**config.mk**
```make
export PLATFORM = sky130hd
export DESIGN_NAME = fifo_pkt_reader
export DESIGN_NICKNAME = d
export VERILOG_FILES = /design/src/rtl/fifo_pkg.sv /design/src/rtl/fifo_skid_buf.sv /design/src/rtl/fifo_pkt_reader.sv
export SDC_FILE = /design/constraint.sdc
export NUM_CORES = 1
export LEC_CHECK = 0
export BUFFER_PORTS_ARGS = -buffer_cell sky130_fd_sc_hd__buf_2
export CORE_UTILIZATION = 54
export CTS_CLUSTER_DIAMETER = 150
export DETAILED_ROUTE_END_ITERATION = 7
export PLACE_DENSITY = 0.75
export RECOVER_POWER = 25
export SLEW_MARGIN = 30
export SYNTH_ARGS = -nofsm -noshare
export SYNTH_HDL_FRONTEND = slang
export SYNTH_SLANG_ARGS = --single-unit
```
**constraint.sdc**
```tcl
create_clock -name rd_clk -period 2.87 [get_ports rd_clk]
set_clock_uncertainty 0.05 [all_clocks]
set_input_delay 0.1435 -clock rd_clk [delete_from_list [all_inputs] [get_ports rd_clk]]
set_output_delay 0.1435 -clock rd_clk [all_outputs]
set_load 0.01 [all_outputs]
```
**src/rtl/fifo_pkg.sv**
```systemverilog
// Shared definitions for the async-FIFO read-side packet reader.
//   DEF_WIDTH / DEF_PKT_LEN : default data width and beats per packet
//   STAT_W                  : width of the optional statistics counters
//   pkt_state_e             : packet FSM state, decoded from the beat counter
//   beat_cnt_w()            : beat-counter width for a given packet length
package fifo_pkg;

    localparam int unsigned DEF_WIDTH   = 8;
    localparam int unsigned DEF_PKT_LEN = 4;
    localparam int unsigned STAT_W      = 16;

    typedef enum logic {
        PktIdle,
        PktIn
    } pkt_state_e;

    // clog2(pkt_len), but never narrower than one bit so PKT_LEN=1 still builds.
    function automatic int unsigned beat_cnt_w(input int unsigned pkt_len);
        return (pkt_len > 1) ? $clog2(pkt_len) : 1;
    endfunction

endpackage

```
**src/rtl/fifo_skid_buf.sv**
```systemverilog
// Two-entry in-order buffer that absorbs the FIFO read latency.
// Ports:
//   clk, reset  : clock and synchronous active-high reset
//   push        : write push_data at the tail this edge
//   push_data   : data to append
//   pop         : drop the head this edge (only meaningful while count != 0)
//   head        : oldest entry, held stable until popped
//   count       : occupancy, 0..2
module fifo_skid_buf #(
    parameter int unsigned WIDTH = 8
) (
    input  logic             clk,
    input  logic             reset,
    input  logic             push,
    input  logic [WIDTH-1:0] push_data,
    input  logic             pop,
    output logic [WIDTH-1:0] head,
    output logic [1:0]       count
);

    logic [WIDTH-1:0] mem0_q;
    logic [WIDTH-1:0] mem1_q;
    logic [1:0]       count_q;

    always_ff @(posedge clk) begin
        if (reset) begin
            mem0_q  <= '0;
            mem1_q  <= '0;
            count_q <= 2'd0;
        end else begin
            case ({push, pop})
                2'b10: begin
                    if (count_q == 2'd0) mem0_q <= push_data;
                    else                 mem1_q <= push_data;
                    count_q <= count_q + 2'd1;
                end
                2'b01: begin
                    mem0_q  <= mem1_q;
                    count_q <= count_q - 2'd1;
                end
                2'b11: begin
                    // Occupancy unchanged; new data goes behind whatever remains.
                    if (count_q == 2'd1) begin
                        mem0_q <= push_data;
                    end else begin
                        mem0_q <= mem1_q;
                        mem1_q <= push_data;
                    end
                end
                default: ;
            endcase
        end
    end

    assign head  = mem0_q;
    assign count = count_q;

endmodule

```
**src/rtl/fifo_pkt_reader.sv**
```systemverilog
// Read-side consumer of the async FIFO. Issues reads, lands the 1-cycle-late
// read data in a 2-entry skid buffer and presents a valid/ready stream with
// first/last flags on fixed-length packets.
// Optional feature: define FIFO_PKT_READER_STATS_EN to add pkt_count and
// stall_count (saturating, STAT_W bits).
// Ports:
//   rd_clk, reset       : read-domain clock, synchronous active-high reset
//   enable              : allow new FIFO reads
//   fifo_empty          : FIFO empty flag
//   fifo_rd_en          : FIFO read strobe
//   fifo_rd_data        : FIFO data, valid the cycle after fifo_rd_en
//   out_valid/out_ready : stream handshake
//   out_data            : stream beat
//   out_first/out_last  : packet boundary flags
//   pkt_count           : completed packets popped (stats build only)
//   stall_count         : cycles with out_valid && !out_ready (stats build only)
module fifo_pkt_reader
    import fifo_pkg::*;
#(
    parameter int unsigned WIDTH   = DEF_WIDTH,
    parameter int unsigned PKT_LEN = DEF_PKT_LEN
) (
    input  logic              rd_clk,
    input  logic              reset,
    input  logic              enable,
    input  logic              fifo_empty,
    output logic              fifo_rd_en,
    input  logic [WIDTH-1:0]  fifo_rd_data,
    output logic              out_valid,
    input  logic              out_ready,
    output logic [WIDTH-1:0]  out_data,
`ifdef FIFO_PKT_READER_STATS_EN
    output logic [STAT_W-1:0] pkt_count,
    output logic [STAT_W-1:0] stall_count,
`endif
    output logic              out_first,
    output logic              out_last
);

    localparam int unsigned      BeatW    = beat_cnt_w(PKT_LEN);
    localparam logic [BeatW-1:0] LastBeat = BeatW'(PKT_LEN - 1);

    logic             inflight_q;
    logic [1:0]       skid_count;
    logic             pop;
    logic [2:0]       occ;
    logic [BeatW-1:0] beat_cnt_q;
    logic [BeatW-1:0] beat_cnt_d;
    pkt_state_e       pkt_state;

    assign out_valid = (skid_count != 2'd0);
    assign pop       = out_valid && out_ready;

    // Slots committed after this edge; a same-cycle pop frees one, which is
    // what keeps the stream at one beat per cycle.
    assign occ        = {1'b0, skid_count} + {2'b00, inflight_q} - {2'b00, pop};
    assign fifo_rd_en = !reset && enable && !fifo_empty && (occ < 3'd2);

    always_ff @(posedge rd_clk) begin
        if (reset) inflight_q <= 1'b0;
        else       inflight_q <= fifo_rd_en;
    end

    fifo_skid_buf #(
        .WIDTH(WIDTH)
    ) u_skid (
        .clk      (rd_clk),
        .reset    (reset),
        .push     (inflight_q),
        .push_data(fifo_rd_data),
        .pop      (pop),
        .head     (out_data),
        .count    (skid_count)
    );

    // Packet FSM: state is implied by the beat counter.
    always_ff @(posedge rd_clk) begin
        if (reset) beat_cnt_q <= '0;
        else       beat_cnt_q <= beat_cnt_d;
    end

    always_comb begin
        beat_cnt_d = beat_cnt_q;
        pkt_state  = (beat_cnt_q == '0) ? PktIdle : PktIn;
        if (pop) begin
            beat_cnt_d = (beat_cnt_q == LastBeat) ? '0 : beat_cnt_q + BeatW'(1);
        end
        out_first = out_valid && (pkt_state == PktIdle);
        out_last  = out_valid && (beat_cnt_q == LastBeat);
    end

`ifdef FIFO_PKT_READER_STATS_EN
    logic [STAT_W-1:0] pkt_count_q;
    logic [STAT_W-1:0] stall_count_q;

    always_ff @(posedge rd_clk) begin
        if (reset) begin
            pkt_count_q   <= '0;
            stall_count_q <= '0;
        end else begin
            if (pop && out_last && (pkt_count_q != '1)) begin
                pkt_count_q <= pkt_count_q + STAT_W'(1);
            end
            if (out_valid && !out_ready && (stall_count_q != '1)) begin
                stall_count_q <= stall_count_q + STAT_W'(1);
            end
        end
    end

    assign pkt_count   = pkt_count_q;
    assign stall_count = stall_count_q;
`endif

endmodule
```
==> impl_results.md <==
* Die W at 51.0 um
* CP endpoint kind: output pin
* Flop-to-flop setup slack at 0.56 ns
* Count of state elements after synthesis at 21
* Non-Filler Instances at 192
* Hpwl dp at 1860 um
* Max Fclk at 370 MHz
* Largest net degree at the start of global routing at 31
* DR pass1 iterations at 4
* Power per cell area at 748 mW/mm2
* Hold wc startpoint: enable
* Initial antenna violation count at 0
* Yosys warns at 0
* Layout area overhead at 11.3%
* Status: completed
* TritonCTS Buffers at 3
* Core area at 0.00223 mm2
* Sequential element share of the synthesized area at 32.4%
* Reg2Reg Depth at 8
* Min-Delay Endpoint: inflight_q$_SDFF_PP0_
* Synth top area share at 32.4%
* Crit path kind: reg2out
* CTS max path bufs at 2
* Largest cells by area after synthesis: dfxtp_1 32%, a311oi_1 9.5%, nand2b_1 8.2%, mux2i_1 7.7%, ha_1 5.8%
* Worst vdd ir at 499 uV
* Final Hold Viols at 0
* Diode count at 0
* CTS tree: yes
* Arr. time, crit path at 2.51 ns
* Filler instances at 211
* Crit. Startpoint: u_skid.count[1]$_SDFFE_PP0P_
* I/O pin count at 25
* Most numerous cell in the Yosys netlist: dfxtp_1
* Drt wl/cell at 13.5 um
* CTS root buffer: clkbuf_4
* GPL Wtd Cong at 0.822
* Reg clk slew, reported paths at 0.12 ns
* Min-delay worst type: in2reg
* Die area at 0.00260 mm2
* Final Setup Violations at 0
* H-tree level count at 1
* Row cnt at 17
* Distinct cells, synth at 27
* Final ANT Viol Nets at 0
* Nets at 185
* Leakage Power at 0.562 nW
* Worst R2R End: u_skid.head[3]$_SDFFE_PP0P_
* CP Max Fanout at 9
* Syn Inst Count at 144
* Final setup TNS at 0 ns
* RR Startpoint: u_skid.count[1]$_SDFFE_PP0P_
* EDFF count, synth at 0
* Initial DRC count at 9
* Synth Net Count at 164
* Vias in the first global route at 1015
* GRT Total Usage at 23.3%
* Yosys top cell by area: dfxtp_1
* Avg Cell Area, Syn at 9.00 um2
* Startpoint Class: flip-flop
* First-pass GRT wire length at 4500 um
* Post-Syn Area at 0.00130 mm2
* DRC at 0
* Via density per instance at 5.71
* Die Y at 51.0 um
* Clk_lat worst skew at 0.30 ns
* Worst Tran Pin Value at 0.633 ns
* Commonest cells post-synth: 21 x dfxtp_1, 17 x nand2b_1, 15 x nor2_1
* CTS sink count at 21
* Synth async-reset ratio at 0%
* WP data required at 2.68 ns
* Max Slew Vio Count at 0
* Primary FF master, synth: dfxtp_1
* Final worst path period need at 2.70 ns
* GRT overflow at 0
* Wirelength, routed at 2600 um
* Relative slew margins at 56.6%
* I/O Buffers at 24
* Share of cells above drive strength 1 at 15.2%
* Fin crit share at 94.1%
* Placed Cells incl. Taps at 187
* Hold path cells at 3
* Max Cap Viol at 0
* Vias post-DR at 1097
* Initial Util at 58.0%
* RSZ-0062 raised after global routing: false
## layout make-up
class	count	area [um2]	share of cell area [%]
timing repair buffer	25	120	8.33
multi-input combinational	107	815	56.5
inverter	7	26.3	1.82
clock buffer	4	26.3	1.82
sequential	21	420	29.1
tap	28	35.0	2.43
## what timing repair did
| action | in CTS | in global routing |
|---|---|---|
| resized for setup | 1 | 3 |
| setup endpoints to repair | 1 | 1 |
| hold buffers | 1 | 0 |
| buffers inserted | 0 | 0 |
| endpoints found under the hold margin | 1 | 0 |
## per-layer routing
| metal | global-route usage, % | up-vias | wire [um] |
|---|---|---|---|
| met5 | 0 | - | 0 |
| met4 | 10.6 | 0 | 17 |
| met3 | 3.57 | 2 | 169 |
| met2 | 35.7 | 34 | 1140 |
| met1 | 31.9 | 509 | 1270 |
| li1 | - | 552 | - |
## how the worst max path moves through the flow
stage / endpoint / slack [ns] / depth (start not counted)
finish: fifo_rd_en / 0.17 / 9
detailed placement: fifo_rd_en / 0.31 / 9
global route: fifo_rd_en / 0.01 / 9
CTS: fifo_rd_en / 0.05 / 9
floorplan: fifo_rd_en / 0.50 / 9
global placement: fifo_rd_en / 0.45 / 9
## logic make-up (layout without fill, tap and decap cells)
family,count (synthesis),in the layout,share of synthesized area (%)
AND/OR/NAND/NOR,65,65,29.0
AO/OA/AOI/OAI,21,21,14.6
flip-flops,21,21,32.4
buffers and inverters,16,36,6.08
multiplexers,11,11,8.59
adder cells (fa/ha/maj),7,7,7.34
XOR/XNOR,3,3,2.03
## metrics by stage
step | setup WS, ns | hold slack (ns) | power [W] | util, % | instance area, um2
6_report | 0.168 | 0.0306 | 0.00108 | 64.6 | 1440
3_3_place_gp | 0.449 | 0.276 | 0.000914 | 62.6 | 1400
2_1_floorplan | 0.495 | 0.172 | 0.000789 | - | 1300
5_1_grt | 0.00972 | 0.0632 | 0.00117 | 64.6 | 1440
4_1_cts | 0.0483 | 0.0260 | 0.00108 | 64.4 | 1440
3_5_place_dp | 0.314 | 0.280 | 0.000930 | 62.6 | 1400
## power breakdown
group          internal [W]  switching, W  leakage, nW
clock             0.0000542     0.0000908       0.0150
combinational      0.000220      0.000304        0.376
sequential         0.000359     0.0000516        0.171
total              0.000633      0.000446        0.562
## placed cells by master (no fill, tap or decap), types with 8 or more instances in the layout
cell       n
a311oi_1  14
and2_1     8
buf_2     16
mux2i_1   10
or3b_1     8
clkbuf_1   9
dfxtp_1   21
nand3_1    8
nor2_1    14
nand2b_1  16
## sequential cells by signal, indices dropped and copies added (netlist names)
signal / flops
u_skid.head: 8
inflight_q: 1
beat_cnt_q: 2
u_skid.mem1_q: 8
u_skid.count: 2
## worst max-delay path, stage by stage, from the launching register on
cell and delay, ns:
dfxtp_1 0.43, inv_1 0.13, ha_4 0.21, nand2b_2 0.22
nor2_2 0.14, o21ai_1 0.11, fa_1 0.51, nand2_1 0.07
nor4_1 0.21, buf_2 0.17
No activity file was read; power rests on OpenSTA's default activity.
